### config.mk
export PLATFORM = sky130hd
export DESIGN_NAME = mc_control_unit_v2
export DESIGN_NICKNAME = d
export VERILOG_FILES = /design/src/rtl/mc_control_unit_v2.sv
export SDC_FILE = /design/constraint.sdc
export NUM_CORES = 1
export LEC_CHECK = 0
export CAP_MARGIN = 20
export CORE_UTILIZATION = 49
export CTS_CLUSTER_DIAMETER = 200
export CTS_CLUSTER_SIZE = 16
export DETAILED_ROUTE_END_ITERATION = 8
export GPL_TIMING_DRIVEN = 0
export PLACE_DENSITY = 0.91
export SETUP_SLACK_MARGIN = 0.1
export SYNTH_ARGS = -nofsm -noshare
export SYNTH_HDL_FRONTEND = slang
export SYNTH_SLANG_ARGS = --single-unit
### constraint.sdc
create_clock -name clk -period 3.6 [get_ports clk]
set_clock_uncertainty 0.15 [all_clocks]
set_input_delay 1.08 -clock clk [delete_from_list [all_inputs] [get_ports clk]]
set_output_delay 1.08 -clock clk [all_outputs]
set_load 0.02 [all_outputs]
### src/rtl/mc_control_unit_v2.sv
// mc_control_unit_v2: multicycle control FSM for the MIPS-subset CPU.
// Adds imem/dmem ready handshakes with a wait-state timeout, sticky HALT/ERR
// states, illegal-opcode trapping and a retired-instruction counter.
// All strobes and fields are combinational and forced low while rst is high.
module mc_control_unit_v2 #(
    parameter int unsigned TIMEOUT_CYC = 16,
    parameter int unsigned CNT_W       = 5,
    parameter int unsigned RET_W       = 32
) (
    input  logic             clk,
    input  logic             rst,
    input  logic [5:0]       opcode,
    input  logic             zero,
    input  logic             sign,
    input  logic             imem_ready,
    input  logic             dmem_ready,
    output logic             InsMemRW,
    output logic             PCWre,
    output logic             IRWre,
    output logic             RegWre,
    output logic             mRD,
    output logic             mWR,
    output logic             ALUSrcA,
    output logic             ALUSrcB,
    output logic             DBDataSrc,
    output logic             WrRegDSrc,
    output logic             ExtSel,
    output logic [1:0]       PCSrc,
    output logic [1:0]       RegDst,
    output logic [2:0]       ALUOp,
    output logic [3:0]       state_o,
    output logic             retire,
    output logic [RET_W-1:0] ret_cnt,
    output logic             halted,
    output logic             err,
    output logic [1:0]       err_code
);

    typedef enum logic [3:0] {
        S_IF = 4'd0, S_ID = 4'd1, S_EXE_R = 4'd2, S_EXE_B = 4'd3, S_EXE_M = 4'd4,
        S_MEM = 4'd5, S_WB_R = 4'd6, S_WB_L = 4'd7, S_HALT = 4'd8, S_ERR = 4'd9
    } state_t;

    typedef enum logic [2:0] {
        C_ALU = 3'd0, C_BR = 3'd1, C_MEM = 3'd2, C_JMP = 3'd3, C_HALT = 3'd4, C_ILL = 3'd5
    } op_class_t;

    localparam logic [5:0] OP_ADD  = 6'b000000, OP_SUB  = 6'b000001, OP_ADDIU = 6'b000010;
    localparam logic [5:0] OP_AND  = 6'b010000, OP_ANDI = 6'b010001, OP_ORI   = 6'b010010;
    localparam logic [5:0] OP_XORI = 6'b010011, OP_SLL  = 6'b011000, OP_SLTI  = 6'b100110;
    localparam logic [5:0] OP_SLT  = 6'b100111, OP_SW   = 6'b110000, OP_LW    = 6'b110001;
    localparam logic [5:0] OP_BEQ  = 6'b110100, OP_BNE  = 6'b110101, OP_BLTZ  = 6'b110110;
    localparam logic [5:0] OP_J    = 6'b111000, OP_JR   = 6'b111001, OP_JAL   = 6'b111010;
    localparam logic [5:0] OP_HALT = 6'b111111;

    localparam logic [CNT_W-1:0] TMO_V   = CNT_W'(TIMEOUT_CYC);
    localparam logic             TMO_EN  = (TIMEOUT_CYC != 0);

    state_t            state_q, state_d;
    logic [CNT_W-1:0]  wait_q, wait_d;
    logic [RET_W-1:0]  ret_cnt_q;
    logic [1:0]        err_code_q, err_code_d;

    op_class_t         cls_s;
    logic              src_a_s, src_b_s, db_src_s, wr_src_s, ext_s;
    logic [1:0]        pc_src_s, reg_dst_s;
    logic [2:0]        alu_op_s;
    logic              pcwre_s, irwre_s, regwre_s, mrd_s, mwr_s, retire_s;
    logic              tmo_hit_s;

    assign tmo_hit_s = TMO_EN && (wait_q == TMO_V);

    // Static per-opcode datapath fields and instruction class.
    always_comb begin
        cls_s     = C_ALU;
        src_a_s   = 1'b0;
        src_b_s   = 1'b0;
        db_src_s  = 1'b0;
        wr_src_s  = 1'b1;
        ext_s     = 1'b0;
        pc_src_s  = 2'b00;
        reg_dst_s = 2'b00;
        alu_op_s  = 3'b000;
        case (opcode)
            OP_ADD:   begin reg_dst_s = 2'b10; alu_op_s = 3'b000; end
            OP_SUB:   begin reg_dst_s = 2'b10; alu_op_s = 3'b001; end
            OP_ADDIU: begin src_b_s = 1'b1; ext_s = 1'b1; reg_dst_s = 2'b01; end
            OP_AND:   begin reg_dst_s = 2'b10; alu_op_s = 3'b100; end
            OP_ANDI:  begin src_b_s = 1'b1; reg_dst_s = 2'b01; alu_op_s = 3'b100; end
            OP_ORI:   begin src_b_s = 1'b1; reg_dst_s = 2'b01; alu_op_s = 3'b011; end
            OP_XORI:  begin src_b_s = 1'b1; reg_dst_s = 2'b01; alu_op_s = 3'b111; end
            OP_SLL:   begin src_a_s = 1'b1; reg_dst_s = 2'b10; alu_op_s = 3'b010; end
            OP_SLTI:  begin src_b_s = 1'b1; ext_s = 1'b1; reg_dst_s = 2'b01; alu_op_s = 3'b110; end
            OP_SLT:   begin reg_dst_s = 2'b10; alu_op_s = 3'b110; end
            OP_SW:    begin cls_s = C_MEM; src_b_s = 1'b1; ext_s = 1'b1; end
            OP_LW:    begin cls_s = C_MEM; src_b_s = 1'b1; db_src_s = 1'b1; ext_s = 1'b1; reg_dst_s = 2'b01; end
            OP_BEQ:   begin cls_s = C_BR; ext_s = 1'b1; alu_op_s = 3'b001; pc_src_s = zero ? 2'b01 : 2'b00; end
            OP_BNE:   begin cls_s = C_BR; ext_s = 1'b1; alu_op_s = 3'b001; pc_src_s = zero ? 2'b00 : 2'b01; end
            OP_BLTZ:  begin cls_s = C_BR; ext_s = 1'b1; pc_src_s = sign ? 2'b01 : 2'b00; end
            OP_J:     begin cls_s = C_JMP; pc_src_s = 2'b11; end
            OP_JR:    begin cls_s = C_JMP; pc_src_s = 2'b10; end
            OP_JAL:   begin cls_s = C_JMP; pc_src_s = 2'b11; wr_src_s = 1'b0; end
            OP_HALT:  begin cls_s = C_HALT; wr_src_s = 1'b0; end
            default:  begin cls_s = C_ILL; wr_src_s = 1'b0; end
        endcase
    end

    // Next-state, wait counter, error code and state-qualified strobes.
    always_comb begin
        state_d    = state_q;
        wait_d     = {CNT_W{1'b0}};
        err_code_d = err_code_q;
        pcwre_s    = 1'b0;
        irwre_s    = 1'b0;
        regwre_s   = 1'b0;
        mrd_s      = 1'b0;
        mwr_s      = 1'b0;
        retire_s   = 1'b0;
        case (state_q)
            S_IF: begin
                if (imem_ready) begin
                    irwre_s = 1'b1;
                    state_d = S_ID;
                end else if (tmo_hit_s) begin
                    state_d    = S_ERR;
                    err_code_d = 2'b10;
                end else begin
                    wait_d = wait_q + CNT_W'(1);
                end
            end
            S_ID: begin
                case (cls_s)
                    C_JMP: begin
                        pcwre_s  = 1'b1;
                        retire_s = 1'b1;
                        regwre_s = (opcode == OP_JAL);
                        state_d  = S_IF;
                    end
                    C_HALT:  state_d = S_HALT;
                    C_BR:    state_d = S_EXE_B;
                    C_MEM:   state_d = S_EXE_M;
                    C_ALU:   state_d = S_EXE_R;
                    default: begin
                        state_d    = S_ERR;
                        err_code_d = 2'b01;
                    end
                endcase
            end
            S_EXE_R: state_d = S_WB_R;
            S_EXE_B: begin
                pcwre_s  = 1'b1;
                retire_s = 1'b1;
                state_d  = S_IF;
            end
            S_EXE_M: state_d = S_MEM;
            S_MEM: begin
                if (dmem_ready) begin
                    mrd_s = (opcode == OP_LW);
                    mwr_s = (opcode != OP_LW);
                    if (opcode == OP_LW) begin
                        state_d = S_WB_L;
                    end else begin
                        pcwre_s  = 1'b1;
                        retire_s = 1'b1;
                        state_d  = S_IF;
                    end
                end else if (tmo_hit_s) begin
                    state_d    = S_ERR;
                    err_code_d = 2'b11;
                end else begin
                    mrd_s  = (opcode == OP_LW);
                    mwr_s  = (opcode != OP_LW);
                    wait_d = wait_q + CNT_W'(1);
                end
            end
            S_WB_R, S_WB_L: begin
                regwre_s = 1'b1;
                pcwre_s  = 1'b1;
                retire_s = 1'b1;
                state_d  = S_IF;
            end
            S_HALT:  state_d = S_HALT;
            S_ERR:   state_d = S_ERR;
            default: state_d = S_ERR;
        endcase
    end

    // State, wait counter, retire counter and error code registers.
    always_ff @(posedge clk or posedge rst) begin
        if (rst) begin
            state_q    <= S_IF;
            wait_q     <= {CNT_W{1'b0}};
            ret_cnt_q  <= {RET_W{1'b0}};
            err_code_q <= 2'b00;
        end else begin
            state_q    <= state_d;
            wait_q     <= wait_d;
            ret_cnt_q  <= retire_s ? ret_cnt_q + RET_W'(1) : ret_cnt_q;
            err_code_q <= err_code_d;
        end
    end

    assign InsMemRW  = 1'b1;
    assign PCWre     = ~rst & pcwre_s;
    assign IRWre     = ~rst & irwre_s;
    assign RegWre    = ~rst & regwre_s;
    assign mRD       = ~rst & mrd_s;
    assign mWR       = ~rst & mwr_s;
    assign retire    = ~rst & retire_s;
    assign ALUSrcA   = ~rst & src_a_s;
    assign ALUSrcB   = ~rst & src_b_s;
    assign DBDataSrc = ~rst & db_src_s;
    assign WrRegDSrc = ~rst & wr_src_s;
    assign ExtSel    = ~rst & ext_s;
    assign PCSrc     = rst ? 2'b00 : pc_src_s;
    assign RegDst    = rst ? 2'b00 : reg_dst_s;
    assign ALUOp     = rst ? 3'b000 : alu_op_s;
    assign state_o   = state_q;
    assign ret_cnt   = ret_cnt_q;
    assign halted    = (state_q == S_HALT);
    assign err       = (state_q == S_ERR);
    assign err_code  = err_code_q;

endmodule

==> flow_summary.json <==
{
  "status": "complete, but fails checks",
  "violations": "setup timing",
  "cts_tree": "done",
  "io_pins": 71,
  "slowest_stage": "o211ai_1",
  "relSlewSlack_pct": 56.5,
  "grt_pass1_wl_um": 14200,
  "setup_viol_count_final": 2,
  "holdPathEnd": "ret_cnt[31]$_DFFE_PP0P_",
  "crit_path_start": "opcode[5]",
  "ys_ff_latch": 43,
  "syn_area_um2": 2760,
  "drt_first_pass_iters": 4,
  "vias": 2912,
  "tightest_slew_ns": 0.648,
  "async_flop_share_pct": 100,
  "met1_usage_pct": 36.9,
  "cpMostUsedCell": "buf_8",
  "r2r_start": "state_o[3]$_DFF_PP0_",
  "antenna_found_initial": 0,
  "grt_pass1_vias": 2867,
  "post-route-drc-count": 0,
  "synth-seq-area-share_pct": 39.0,
  "synthFlopType": "dfrtp_1",
  "synth_top_cell_by_area": "dfrtp_1",
  "drive_above_1_share_pct": 30.0,
  "critical_path.max_fanout": 5,
  "arrival_ns": 2.51,
  "nNetsFinal": 421,
  "layoutNonFillerInstCount": 477,
  "dpl_cell_area_um2": 3590,
  "fmax_mhz": 268,
  "clkTransAtPathRegs_ns": 0.08,
  "holdWs_ns": 0.337,
  "gr-usage-met3_pct": 6.31,
  "crit_buf_inv": 3,
  "fp-row-count": 26,
  "ff_latch_area_um2": 1080,
  "coreArea_um2": 5270,
  "cp_num_cells": 8,
  "synth_nets": 320,
  "antenna_left": 0,
  "finalCriticalPeriod_ns": 3.74,
  "wl_um": 9510,
  "synth_top_area_share_pct": 39.0,
  "nFillCells": 332,
  "routabilityCongestion": 0.952,
  "fin_ws_ns": -0.136,
  "r2r_cells": 8,
  "hold_path_depth": 1,
  "hp-start": "ret_cnt[31]$_DFFE_PP0P_",
  "critPathKind": "input pin to primary output",
  "n_antenna_cell": 0,
  "r2r_slack_ns": 0.93,
  "total_power_mw": 1.26,
  "rsz0062_at_grt": "true",
  "finalCritPeriodShare_pct": 104,
  "yosysUniqueCellTypes": 63,
  "grt_max_degree": 25,
  "synth_edf_count": 0,
  "critical-path-top-delay-family": "compound AO/OA/AOI/OAI gates",
  "fin_setup_tns_ns": -0.136,
  "grt-ovfl-total": 0,
  "drtIter0Drc": 314,
  "drv_cap": 0,
  "io_buffers": 68,
  "slew_violations": 0,
  "crit_chain": "buf_8 -> buf_8 -> o21a_1 -> o32a_1 -> o211ai_1 -> nand2_2 -> o41ai_4 -> buf_4",
  "die_w_um": 77.1,
  "use_met2_pct": 51.3,
  "track_usage_pct": 30.5,
  "die_area_um2": 5940,
  "synth_common_cells": "43 x dfrtp_1, 26 x nor2_1, 23 x nand2_1, 23 x nand3_1, 22 x xnor2_1",
  "setup.worst_path.end_class": "primary output",
  "start_util_pct": 52.4,
  "yosysMostFrequentCell": "dfrtp_1",
  "finalHoldViolCount": 0,
  "power.density_nw_per_um2": 307,
  "fin_area_um2": 4110,
  "critPathRequiredTime_ns": 2.37,
  "vdd_ir_drop_max_v": 0.000308,
  "hold_path_class": "flip-flop to flip-flop",
  "clock-root-buffer": "clkbuf_8",
  "clockBufferDepth": 2,
  "slowest_delay_ns": 0.28,
  "clock_sinks": 43,
  "routedWlPerCell_um": 19.9,
  "p_leak_nw": 1.82,
  "critPathLaunchType": "input pin",
  "cts_max_level": 2,
  "busiest_layer": "met2",
  "dpl.cell_count": 443,
  "viasPerCell": 6.10,
  "multiInputGateArea_um2": 1800,
  "insertion_delay_ns": 0.30,
  "netlist_instances": 305,
  "avgSynthCellArea_um2": 9.05,
  "r2r-end": "ret_cnt[11]$_DFFE_PP0P_",
  "yosys_warnings": 0,
  "dpl.hpwl_um": 5190,
  "die_h_um": 77.1,
  "cts_made_buffers": 5,
  "synth_area_leaders": "dfrtp_1 39%, xnor2_1 7.0%, nand3_1 4.2%, xor2_1 4.1%, nor2_1 3.5%",
  "syn_to_final_growth_pct": 48.7
}
registers in the layout, summed over array words and instances (netlist names):
register and flops:
wait_q 5, err_code 2, state_o 4, ret_cnt 32
power by group:
group	switching [mW]	internal [mW]	total, mW
sequential	0.0243	0.508	0.532
clock	0.172	0.136	0.308
combinational	0.233	0.186	0.419
logic make-up (layout without fill, tap and decap cells):
logic type	after synthesis	count (layout)	share of synthesized area (%)
AND/OR/NAND/NOR	144	144	30.4
multiplexers	1	1	0.408
XOR/XNOR	35	35	11.1
AO/OA/AOI/OAI	50	50	12.7
adder cells (fa/ha/maj)	3	3	1.36
other	1	1	0.136
flip-flops	43	43	39.0
buffers and inverters	28	130	4.94
layout by cell type (no fill, tap or decap), types with 3 or more instances in the layout:
cell,n
a21oi_1,9
a21oi_2,3
and3_1,9
and4_1,5
buf_2,9
buf_4,31
buf_6,11
buf_8,4
clkbuf_2,6
clkbuf_4,4
clkbuf_8,5
clkdlybuf4s50_1,42
dfrtp_1,43
ha_1,3
inv_1,7
nand2_1,20
nand2b_1,4
nand3_1,21
nand3_2,3
nand4_1,9
nor2_1,24
nor2b_1,6
nor3_1,7
nor3_2,4
nor3b_1,3
o21ai_0,5
xnor2_1,22
xor2_1,13
cell type report:
| type | count | area share, % |
|---|---|---|
| plain buffers | 20 | 4.33 |
| clock buffers | 6 | 1.77 |
| repair buffers | 92 | 20.3 |
| inverters | 8 | 0.823 |
| repair inverters | 2 | 0.244 |
| clock inverters | 2 | 0.305 |
| well taps | 70 | 2.13 |
| flip-flops and latches | 43 | 26.2 |
| multi-input cells | 234 | 43.9 |
through the flow:
stage               setup slack [ns]  utilization, %
finish                        -0.136            77.9
global route                  -0.188            77.9
CTS                           -0.212            74.5
detailed placement             -1.44            68.0
global placement               -1.37            68.0
floorplan                    -0.0749               -
per-layer routing:
metal / wire [µm] / up-vias
met1: 3640 / 1392
met4: 471 / 0
li1: - / 1295
met2: 4680 / 173
met5: 0 / -
met3: 719 / 52
worst max-delay path by stage:
stage	endpoint	slack, ns
after floorplan	RegWre	-0.07
after global placement	RegWre	-1.37
after detailed placement	RegWre	-1.44
after CTS	RegWre	-0.21
after global routing	RegWre	-0.19
final	RegWre	-0.14
repair_timing:
| item | CTS | global route |
|---|---|---|
| endpoints found under the hold margin | 0 | 0 |
| pin swaps | 8 | 18 |
| endpoints found under the setup margin | 18 | 20 |
| cloned | 5 | 0 |
| hold buffers | 0 | 0 |
| resized for setup | 131 | 60 |
| buffers inserted | 20 | 2 |
No activity file was read; power rests on OpenSTA's default activity.
